--- config.mk ---
export PLATFORM = sky130hd
export DESIGN_NAME = instr_decode_seq
export DESIGN_NICKNAME = d
export VERILOG_FILES = /design/src/rtl/instr_decode_seq.sv
export SDC_FILE = /design/constraint.sdc
export NUM_CORES = 1
export LEC_CHECK = 0
export CAP_MARGIN = 20
export CORE_MARGIN = 3
export CORE_UTILIZATION = 44
export CTS_BUF_LIST = sky130_fd_sc_hd__clkbuf_2
export CTS_CLUSTER_DIAMETER = 150
export DETAILED_ROUTE_END_ITERATION = 12
export HOLD_SLACK_MARGIN = 0.1
export PLACE_DENSITY = 0.86
export SKIP_LAST_GASP = 1
export SLEW_MARGIN = 20
export SYNTH_ARGS = -nofsm -noshare
export SYNTH_HDL_FRONTEND = slang
export SYNTH_SLANG_ARGS = --single-unit
export TNS_END_PERCENT = 1
--- constraint.sdc ---
create_clock -name clk -period 3.3 [get_ports clk]
set_input_delay 0.495 -clock clk [delete_from_list [all_inputs] [get_ports clk]]
set_output_delay 0.495 -clock clk [all_outputs]
set_load 0.02 [all_outputs]
--- src/rtl/instr_decode_seq.sv ---
// Fetch/execute sequencer, instruction register, opcode decoder and G flag for the datapath control.
// Optional ILLEGAL_TRAP_EN: adds a sticky `illegal` output and halts on undecoded opcodes.
module instr_decode_seq #(
  parameter int unsigned MEM_WAIT = 0,
  parameter logic [7:0]  IR_RST   = 8'h00
) (
  input  logic       clk,
  input  logic       rst,
  input  logic [7:0] ir_bus,
  input  logic       sm_en,
  input  logic       gf_en,
  input  logic       g_in,
  output logic [7:0] ir,
  output logic       sm,
  output logic       mova,
  output logic       movb,
  output logic       movc,
  output logic       movd,
  output logic       add,
  output logic       sub,
  output logic       jmp,
  output logic       jg,
  output logic       in1,
  output logic       out1,
  output logic       movi,
  output logic       halt,
  output logic       g
`ifdef ILLEGAL_TRAP_EN
  ,
  output logic       illegal
`endif
);

  typedef enum logic [1:0] {
    FETCH  = 2'b00,
    EXEC   = 2'b01,
    HALTED = 2'b10
  } state_t;

  localparam logic [2:0] WAIT_LAST = 3'(MEM_WAIT);

  state_t     state_q, state_d;
  logic [2:0] wait_cnt_q, wait_cnt_d;
  logic [7:0] ir_q, ir_d;
  logic       g_q;
  logic       stop_exec;

  logic [3:0] op;
  logic [1:0] dr;
  logic [1:0] sr;

  assign op = ir_q[7:4];
  assign dr = ir_q[3:2];
  assign sr = ir_q[1:0];

  // Strobes depend only on ir and state, so a stall naturally holds them.
  always_comb begin
    mova = 1'b0;
    movb = 1'b0;
    movc = 1'b0;
    movd = 1'b0;
    add  = 1'b0;
    sub  = 1'b0;
    jmp  = 1'b0;
    jg   = 1'b0;
    in1  = 1'b0;
    out1 = 1'b0;
    movi = 1'b0;
    halt = 1'b0;
    if (state_q == EXEC) begin
      case (op)
        4'b1111: begin
          if (dr == 2'b11)      movb = 1'b1;
          else if (sr == 2'b11) movc = 1'b1;
          else                  mova = 1'b1;
        end
        4'b1001: add  = 1'b1;
        4'b0110: sub  = 1'b1;
        4'b0010: in1  = 1'b1;
        4'b0100: out1 = 1'b1;
        4'b0101: movd = 1'b1;
        4'b0111: movi = 1'b1;
        4'b1000: jmp  = 1'b1;
        4'b1100: jg   = 1'b1;
        4'b1010: halt = 1'b1;
        default: ;
      endcase
    end
  end

`ifdef ILLEGAL_TRAP_EN
  logic illegal_q, illegal_d;
  logic known_op;

  always_comb begin
    known_op = 1'b0;
    case (op)
      4'b1111, 4'b1001, 4'b0110, 4'b0010, 4'b0100, 4'b0101,
      4'b0111, 4'b1000, 4'b1100, 4'b1010: known_op = 1'b1;
      default: known_op = 1'b0;
    endcase
  end

  assign stop_exec = halt | ~known_op;

  always_comb begin
    illegal_d = illegal_q;
    if (sm_en && (state_q == EXEC) && !known_op) illegal_d = 1'b1;
  end

  always_ff @(posedge clk or negedge rst) begin
    if (!rst) illegal_q <= 1'b0;
    else      illegal_q <= illegal_d;
  end

  assign illegal = illegal_q;
`else
  assign stop_exec = halt;
`endif

  always_comb begin
    state_d    = state_q;
    wait_cnt_d = wait_cnt_q;
    ir_d       = ir_q;
    if (sm_en) begin
      case (state_q)
        FETCH: begin
          if (wait_cnt_q == WAIT_LAST) begin
            ir_d       = ir_bus;
            wait_cnt_d = 3'd0;
            state_d    = EXEC;
          end else begin
            wait_cnt_d = wait_cnt_q + 3'd1;
          end
        end
        EXEC:    state_d = stop_exec ? HALTED : FETCH;
        HALTED:  state_d = HALTED;
        default: state_d = FETCH;
      endcase
    end
  end

  always_ff @(posedge clk or negedge rst) begin
    if (!rst) begin
      state_q    <= FETCH;
      wait_cnt_q <= 3'd0;
      ir_q       <= IR_RST;
    end else begin
      state_q    <= state_d;
      wait_cnt_q <= wait_cnt_d;
      ir_q       <= ir_d;
    end
  end

  // G flag ignores state and sm_en: the ALU may write it at any time.
  always_ff @(posedge clk or negedge rst) begin
    if (!rst)       g_q <= 1'b0;
    else if (gf_en) g_q <= g_in;
  end

  assign ir = ir_q;
  assign sm = (state_q != FETCH);
  assign g  = g_q;

endmodule

# Yosys cells after proc, flatten, opt, wreduce, memory -nomap -nowiden
# Cells that the tools add are included.
[word_totals]
reg_bits = 14
input_bits = 13
output_inout_bits = 22
wordCells = 59
[op_classes]
add_sub_neg = 1
n_eq_ne = 15
n_mux = 33
reduce_logical = 6
[op_table]
columns = ["op", "n"]
rows = [
  ["$mux W1", 29],
  ["$eq A4 B4 Y1 const B", 5],
  ["$eq A4 B3 Y1 const B", 4],
  ["$eq A2 B2 Y1 const B", 3],
  ["$pmux W2 S3", 1],
  ["$eq A4 B2 Y1 const B", 1],
  ["$mux W2", 2],
  ["$reduce_and A2 Y1", 2],
  ["$add A3 B1 Y3 const B", 1],
  ["$logic_not A3 Y1", 1],
  ["$mux W3", 1],
  ["$reduce_and A3 Y1", 1],
  ["$eq A2 B1 Y1 const B", 1],
  ["$logic_not A2 Y1", 1],
  ["$ne A2 B2 Y1 const B", 1],
  ["$reduce_bool A2 Y1", 1],
]

# Logic depth before layout (Yosys ltp)
# Gate-level depths: netlist (run 1).
[logic_depth]
depth_word = 5
ltp_mapped = 5
mapped_depth_nobuf = 5

# Least setup slack after synthesis (run 1)
# Ideal clock, no wire load.
[synth_path]
kind = "register to output"
startpoint = "register ir_q[4], in the netlist ir[4]"
endpoint = "output in1"
arrival_time_ns = 1.471
t_required_ns = 2.805
path_slack_ns = 1.334
stages_incl_launch_ff = 3
n_path_buf = 0
cell_sequence = "dfrtp_1 -> nand2b_1 -> nor4b_1"
[synth_via]
elab_chain_len = 3
[synth_lines]
columns = ["item", "line", "rtl"]
rows = [
  ["start: declaration", "44", "logic [7:0] ir_q, ir_d;"],
  ["start signal: assignment", "151", "ir_q <= ir_d;"],
  ["$eq A4 B2 Y1", "71", "case (op)"],
  ["$mux W1", "71", ""],
  ["$mux W1", "70", "if (state_q == EXEC) begin"],
  ["end: declaration", "23", "output logic in1,"],
]
# Every way passes these cells.

# Worst setup path in the final report (run 1)
[layout_path]
startpoint = "register state_q[1]"
endpoint = "output mova"
[layout_via]
elab_chain_len = 2
[layout_lines]
columns = ["item", "line", "rtl"]
rows = [
  ["start: declaration", "42", "state_t state_q, state_d;"],
  ["start signal: assignment", "149", "state_q <= state_d;"],
  ["$eq A2 B1 Y1", "70", ""],
  ["$mux W1", "70", ""],
  ["end: declaration", "15", "output logic mova,"],
]
# Every way passes these cells.

==> run_results.csv, run 1 <==
group,metric,value,unit
clock_tree,clk_pin_slew,130,ps
synth,synth_fa_ha_area_share,3.490,%
timing,max_slew.worst_pin.slew,632.2,ps
critical_path,endpoint_kind,"primary output",
clock_tree,cts_buffers,3,
synth,syn_area,716.9,sq um
clock_tree,htree_levels,1,
route,drt-initial-drc-count,9,
critical_path,crit_chain,"nand4b_1, or3b_1, a21oi_1, clkdlybuf4s50_1",
clock_tree,cts_sinks,14,
die,dieArea,0.002150,sq mm
worst_hold_path,min_path_type,"register to register",
die,fp.dieH,46.37,um
timing,setup_viol,0,
synth,postSynthCellCount,66,
clock_tree,cts_root_buf,"clkbuf_2",
clock_tree,clockBufferDepth,2,
route,via_per_inst,5.235,
pwr,ir_worst_vdd,0.4425,mV
critical_path,cpPeakStageDelay,620,ps
synth,ys_seq_area_share,48.87,%
synth,muxShareOfSynthArea,17.28,%
route,remaining_drc_errors,0,
route,wl,1737,um
global_routing,first_global_vias,705,
die,io_pins,35,
route,avgRoutedWirePerCell,14.60,um
finish,final_common_cell,"clkdlybuf4s50_1",
placement,place.gp.congestion,0.7233,
die,die_w,46.37,um
timing,finalClockSkew,4.797,ps
clock_tree,cts_hold_buf,0,
die,start_util,50.66,%
finish,syn_to_final_growth,52.70,%
route,first_pass_iters,4,
synth,synthesis.nets,81,
die,fp.coreArea,0.001415,sq mm
critical_path,cp_max_fo,5,
route,via_count,623,
synth,ys_top_cells_by_area,"dfrtp_1 49%, mux2_2 17%, nor2_1 4.2%",
clock_tree,clk_latency,280,ps
synth,yosys_warnings,0,
critical_path,setup.worst_path.class,"register to primary output",
placement,dpl.hpwl,1392,um
synth,synth_cell_type_count,19,
global_routing,grt_pass1_wl,3084,um
timing,maxSlewViolCount,0,
finish,final_cell_mix,"34 x clkdlybuf4s50_1, 14 x dfrtp_1, 11 x mux2_2, 8 x nor2_1, 7 x nand2_1",
finish,diodes,0,
pwr,leakage,0.4514,nW
finish,fillers,101,
clock_tree,ctsResizeCount,0,
timing,rsz0062_at_grt,"false",
critical_path,cp_data_arrival_time,2140,ps
timing,setup_tns,0,ps
finish,seq_area,350.3,sq um
timing,fmax,0.3792,GHz
pwr,power,0.9078,mW
finish,nets,120,
timing,hold_violations,0,
finish,final_util,77.37,%
timing,fin_crit,2637,ps
critical_path,start_kind,"register",
global_routing,grt_max_degree,15,
clock_tree,cts_setup_buffers,0,
critical_path,critPathRequiredTime,2800,ps
timing,max_slew_margin,57.72,%
synth,synth-simple-area-share,24.96,%
die,fp-row-count,13,
finish,drive_gt1_share,16.35,%
global_routing,antenna_found_initial,0,
synth,ys_seq_elements,14,
run,cap_violations,0,
outcome,status,"finished, final reports clean",
timing,finalCritPeriodShare,79.92,%
synth,synth_top_area_share,48.87,%
synth,synth_compound_area_share,3.839,%
pwr,power_density,829.2,mW/mm^2
route,antenna_left,0,
synth,yosys.area.top_type,"dfrtp_1",
clock_tree,cts_tree,"built",
finish,multi_input_area,355.3,sq um
synth,synth_top_family_by_area,"simple AND/OR/NAND/NOR gates",
synth,synthXorXnorAreaFrac,0,%
global_routing,grt_use_total,20.50,%
global_routing,overflow,0,
placement,portBuffers,34,
critical_path,cpMaxStageDelayCell,"clkdlybuf4s50_1",
synth,avgSynthCellArea,10.86,sq um
==> worst max-delay path, delay by kind of cell (launching register included) <==
kind                   cells  cell delay (ps)
buffers and inverters      1              620
and+or+nand+nor            2              650
DFF                        1              460
AOI/OAI and AO/OA          1              130
==> where the power goes <==
| group | switching, mW | internal (mW) |
|---|---|---|
| clock network | 0.0542 | 0.0263 |
| registers | 0.0984 | 0.249 |
| logic | 0.228 | 0.251 |
| total | 0.381 | 0.527 |
==> routing by layer <==
metal  GRT usage, %  part of all wire, %
met1          24.26                   42
met2          32.42                   51
met3          8.203                  6.0
met4          9.091                 0.98
met5              0                    0
==> final timing paths <==
kind	from	to	slack, ps	cells past startpoint
max	state_q[1]	mova	660	4
min	g	g	520	1
max reg2reg	wait_cnt_q[0]	ir[7]	1760	5
min reg2reg	g	g	520	1
max in group asynchronous	rst	state_q[0]	2300	1
min in group asynchronous	rst	state_q[1]	590	1
==> registers in the layout, indices dropped and copies added, names as in the netlist <==
name,cells
ir,8
g,1
wait_cnt_q,3
state_q,2
==> area by class of cell <==
class | instances | share of cell area [%]
Multi-Input combinational cell | 49 | 32.46
Timing Repair Buffer | 34 | 31.09
Tap cell | 15 | 1.714
Clock buffer | 3 | 1.371
Inverter | 3 | 1.029
Clock inverter | 1 | 0.3429
Sequential cell | 14 | 32.00
==> cell families after synthesis <==
family | count (synthesis)
and+or+nand+nor | 31
DFF | 14
muxes | 11
AOI/OAI and AO/OA | 5
buffers and inverters | 3
adders and majority gates | 2
==> Yosys cell counts <==
library cell	number
nor2_1	8
nand3b_1	2
dfrtp_1	14
nand2_1	7
a21oi_1	1
nor4b_1	1
ha_1	2
nor3_1	4
o21ai_0	3
o31ai_1	1
nor3b_4	1
mux2_2	11
nor2b_1	2
nand2_4	1
nand4b_1	1
or2_2	1
nand2b_1	2
or3b_1	1
inv_1	3
==> stage by stage <==
stage	hold slack, ps	worst slack, ps	instances	instance area (sq um)
3_3_place_gp	491.1	1026	115	1076
3_5_place_dp	500.1	1001	115	1076
4_1_cts	528.9	639.2	119	1095
6_report	523.7	662.7	119	1095
5_1_grt	571.2	503.0	119	1095
2_1_floorplan	199.4	1334	66	716.9
Power figures use the tool's default switching activity.
==> inputs of run 2 (changes only) <==
Settings changed: CORE_UTILIZATION 44 to 41, PLACE_DENSITY 0.86 to 0.81.
Clock period 3.3 ns to 2.56 ns, I/O delays scaled along.
==> run 2 against run 1 <==
Net effect:
- power grew 27%
- final cell count is the same
- first-iteration DRC count grew 89%
- non-clock buffer count is the same
- clock-buffer cell count is the same
- die area grew 6.4%
- sequential share of layout area is the same
- combinational power grew 29%
- via count shrank 3.4%
- largest cell class unchanged
==> run_results.csv, run 2 (synthesized netlist as in run 1, its figures left out) <==
group,metric,value,unit
critical_path,cp_max_fo,5,
clock_tree,htree_levels,1,
timing,setup_viol,0,
placement,post-place-ws,363.4,ps
finish,fillers,132,
timing,fmax,0.4050,GHz
finish,final_cell_mix,"33 x clkdlybuf4s50_1, 14 x dfrtp_1, 11 x mux2_2, 8 x nor2_1, 7 x nand2_1",
finish,final_common_cell,"clkdlybuf4s50_1",
finish,final_util,69.44,%
route,first_pass_iters,4,
global_routing,antenna_found_initial,0,
route,drt-initial-drc-count,17,
global_routing,first_global_vias,556,
route,via_count,602,
worst_hold_path,min_path_type,"input pin to asynchronous set/reset pin",
critical_path,setup.worst_path.class,"register to primary output",
clock_tree,cts_setup_buffers,0,
run,cap_violations,0,
pwr,ir_worst_vdd,0.5865,mV
die,fp-row-count,14,
timing,fin_ws,90.71,ps
clock_tree,cts_buffers,3,
placement,placedCellCount,116,
timing,fin_crit,2469,ps
timing,max_slew_margin,58.40,%
route,remaining_drc_errors,0,
finish,layoutNonFillerInstCount,119,
route,via_per_inst,5.059,
clock_tree,cts_sinks,14,
finish,multi_input_area,355.3,sq um
route,antenna_left,0,
pwr,power,1.149,mW
die,io_pins,35,
clock_tree,clockBufferDepth,2,
placement,place.gp.congestion,0.7755,
clock_tree,cts_root_buf,"clkbuf_2",
finish,syn_to_final_growth,52.70,%
global_routing,grt_pass1_wl,2622,um
critical_path,critPathRequiredTime,2180,ps
placement,portBuffers,34,
finish,nets,120,
critical_path,endpoint_kind,"primary output",
die,fp.coreArea,0.001577,sq mm
clock_tree,clk_latency,270,ps
timing,rsz0062_at_grt,"true",
timing,finalCritPeriodShare,96.46,%
critical_path,cp_data_arrival_time,2090,ps
placement,dpl.hpwl,1327,um
critical_path,start_kind,"register",
die,dieArea,0.002286,sq mm
timing,maxSlewViolCount,0,
critical_path,critPathLaunch,"state_q[1]",
timing,hold_violations,0,
timing,setup_tns,0,ps
timing,max_slew.worst_pin.slew,622.0,ps
finish,largest_register_ffs,8,
global_routing,overflow,0,
global_routing,grt_max_degree,15,
critical_path,reg2reg_from,"wait_cnt_q[0]",
outcome,status,"finished, final reports clean",
finish,diodes,0,
die,start_util,45.48,%
global_routing,grt_use_total,16.98,%
die,fp.dieH,47.82,um
finish,drive_gt1_share,16.50,%
finish,seq_area,350.3,sq um
clock_tree,cts_tree,"built",
route,wl,1620,um
clock_tree,cts_hold_buf,0,
pwr,power_density,1050,mW/mm^2
pwr,leakage,0.4685,nW
route,avgRoutedWirePerCell,13.61,um
clock_tree,clk_pin_slew,130,ps
die,die_w,47.82,um
timing,finalClockSkew,10.26,ps
run 2: final timing paths:
path / to / slack (ps) / cells after the start
min in group clk: g / 530 / 1
setup / recovery: movc / 90 / 4
max in group asynchronous: ir[1] / 1660 / 1
setup reg to reg: ir[3] / 1030 / 5
hold / removal: ir[4] / 490 / 1
hold reg to reg: g / 530 / 1
run 2: power breakdown:
| part | leakage (nW) | total, mW | internal (mW) | switching (mW) |
|---|---|---|---|---|
| clock network | 0.0125 | 0.0960 | 0.0320 | 0.0641 |
| logic | 0.286 | 0.617 | 0.323 | 0.293 |
| registers | 0.170 | 0.437 | 0.322 | 0.115 |
| total | 0.468 | 1.15 | 0.677 | 0.472 |
run 2: metal layers:
metal	up-vias	routed length [um]	track usage, %
li1	302	-	-
met1	270	648	22.82
met2	26	821	25.33
met3	4	108	3.383
met4	0	42	9.677
met5	-	0	0
run 2: timing repair:
| item | 4_1_cts | 5_1_grt |
|---|---|---|
| setup endpoints to repair | 0 | 3 |
| gates resized for setup | 0 | 1 |
| endpoints found under the hold margin | 0 | 0 |
run 2: final cells by class:
cell class	instances	area share, %
Multi-Input combinational cell	49	32.46
Sequential cell	14	32.00
Timing Repair Buffer	34	31.31
Tap cell	16	1.829
Clock buffer	3	1.371
Inverter	3	1.029
run 2: worst max-delay path, cell delays in order, from the launching register on:
cell and delay (ps):
dfrtp_1 450, nand4b_1 240, or3b_1 410, nor2_1 110, clkdlybuf4s50_1 610
run 2: per-stage QoR:
stage | hold slack, ps | area, sq um
final | 486.2 | 1095
after global routing | 499.7 | 1095
after CTS | 512.8 | 1092
after detailed placement | 502.0 | 1077
after global placement | 491.9 | 1077
after floorplan | 88.41 | 716.9
==> inputs of run 3 (changes only) <==
Settings changed: CAP_MARGIN 20 to 25, SLEW_MARGIN 20 to 5.
==> results of run 3 <==
Same layout as run 2: the final DEF is identical, and so are final timing and power.
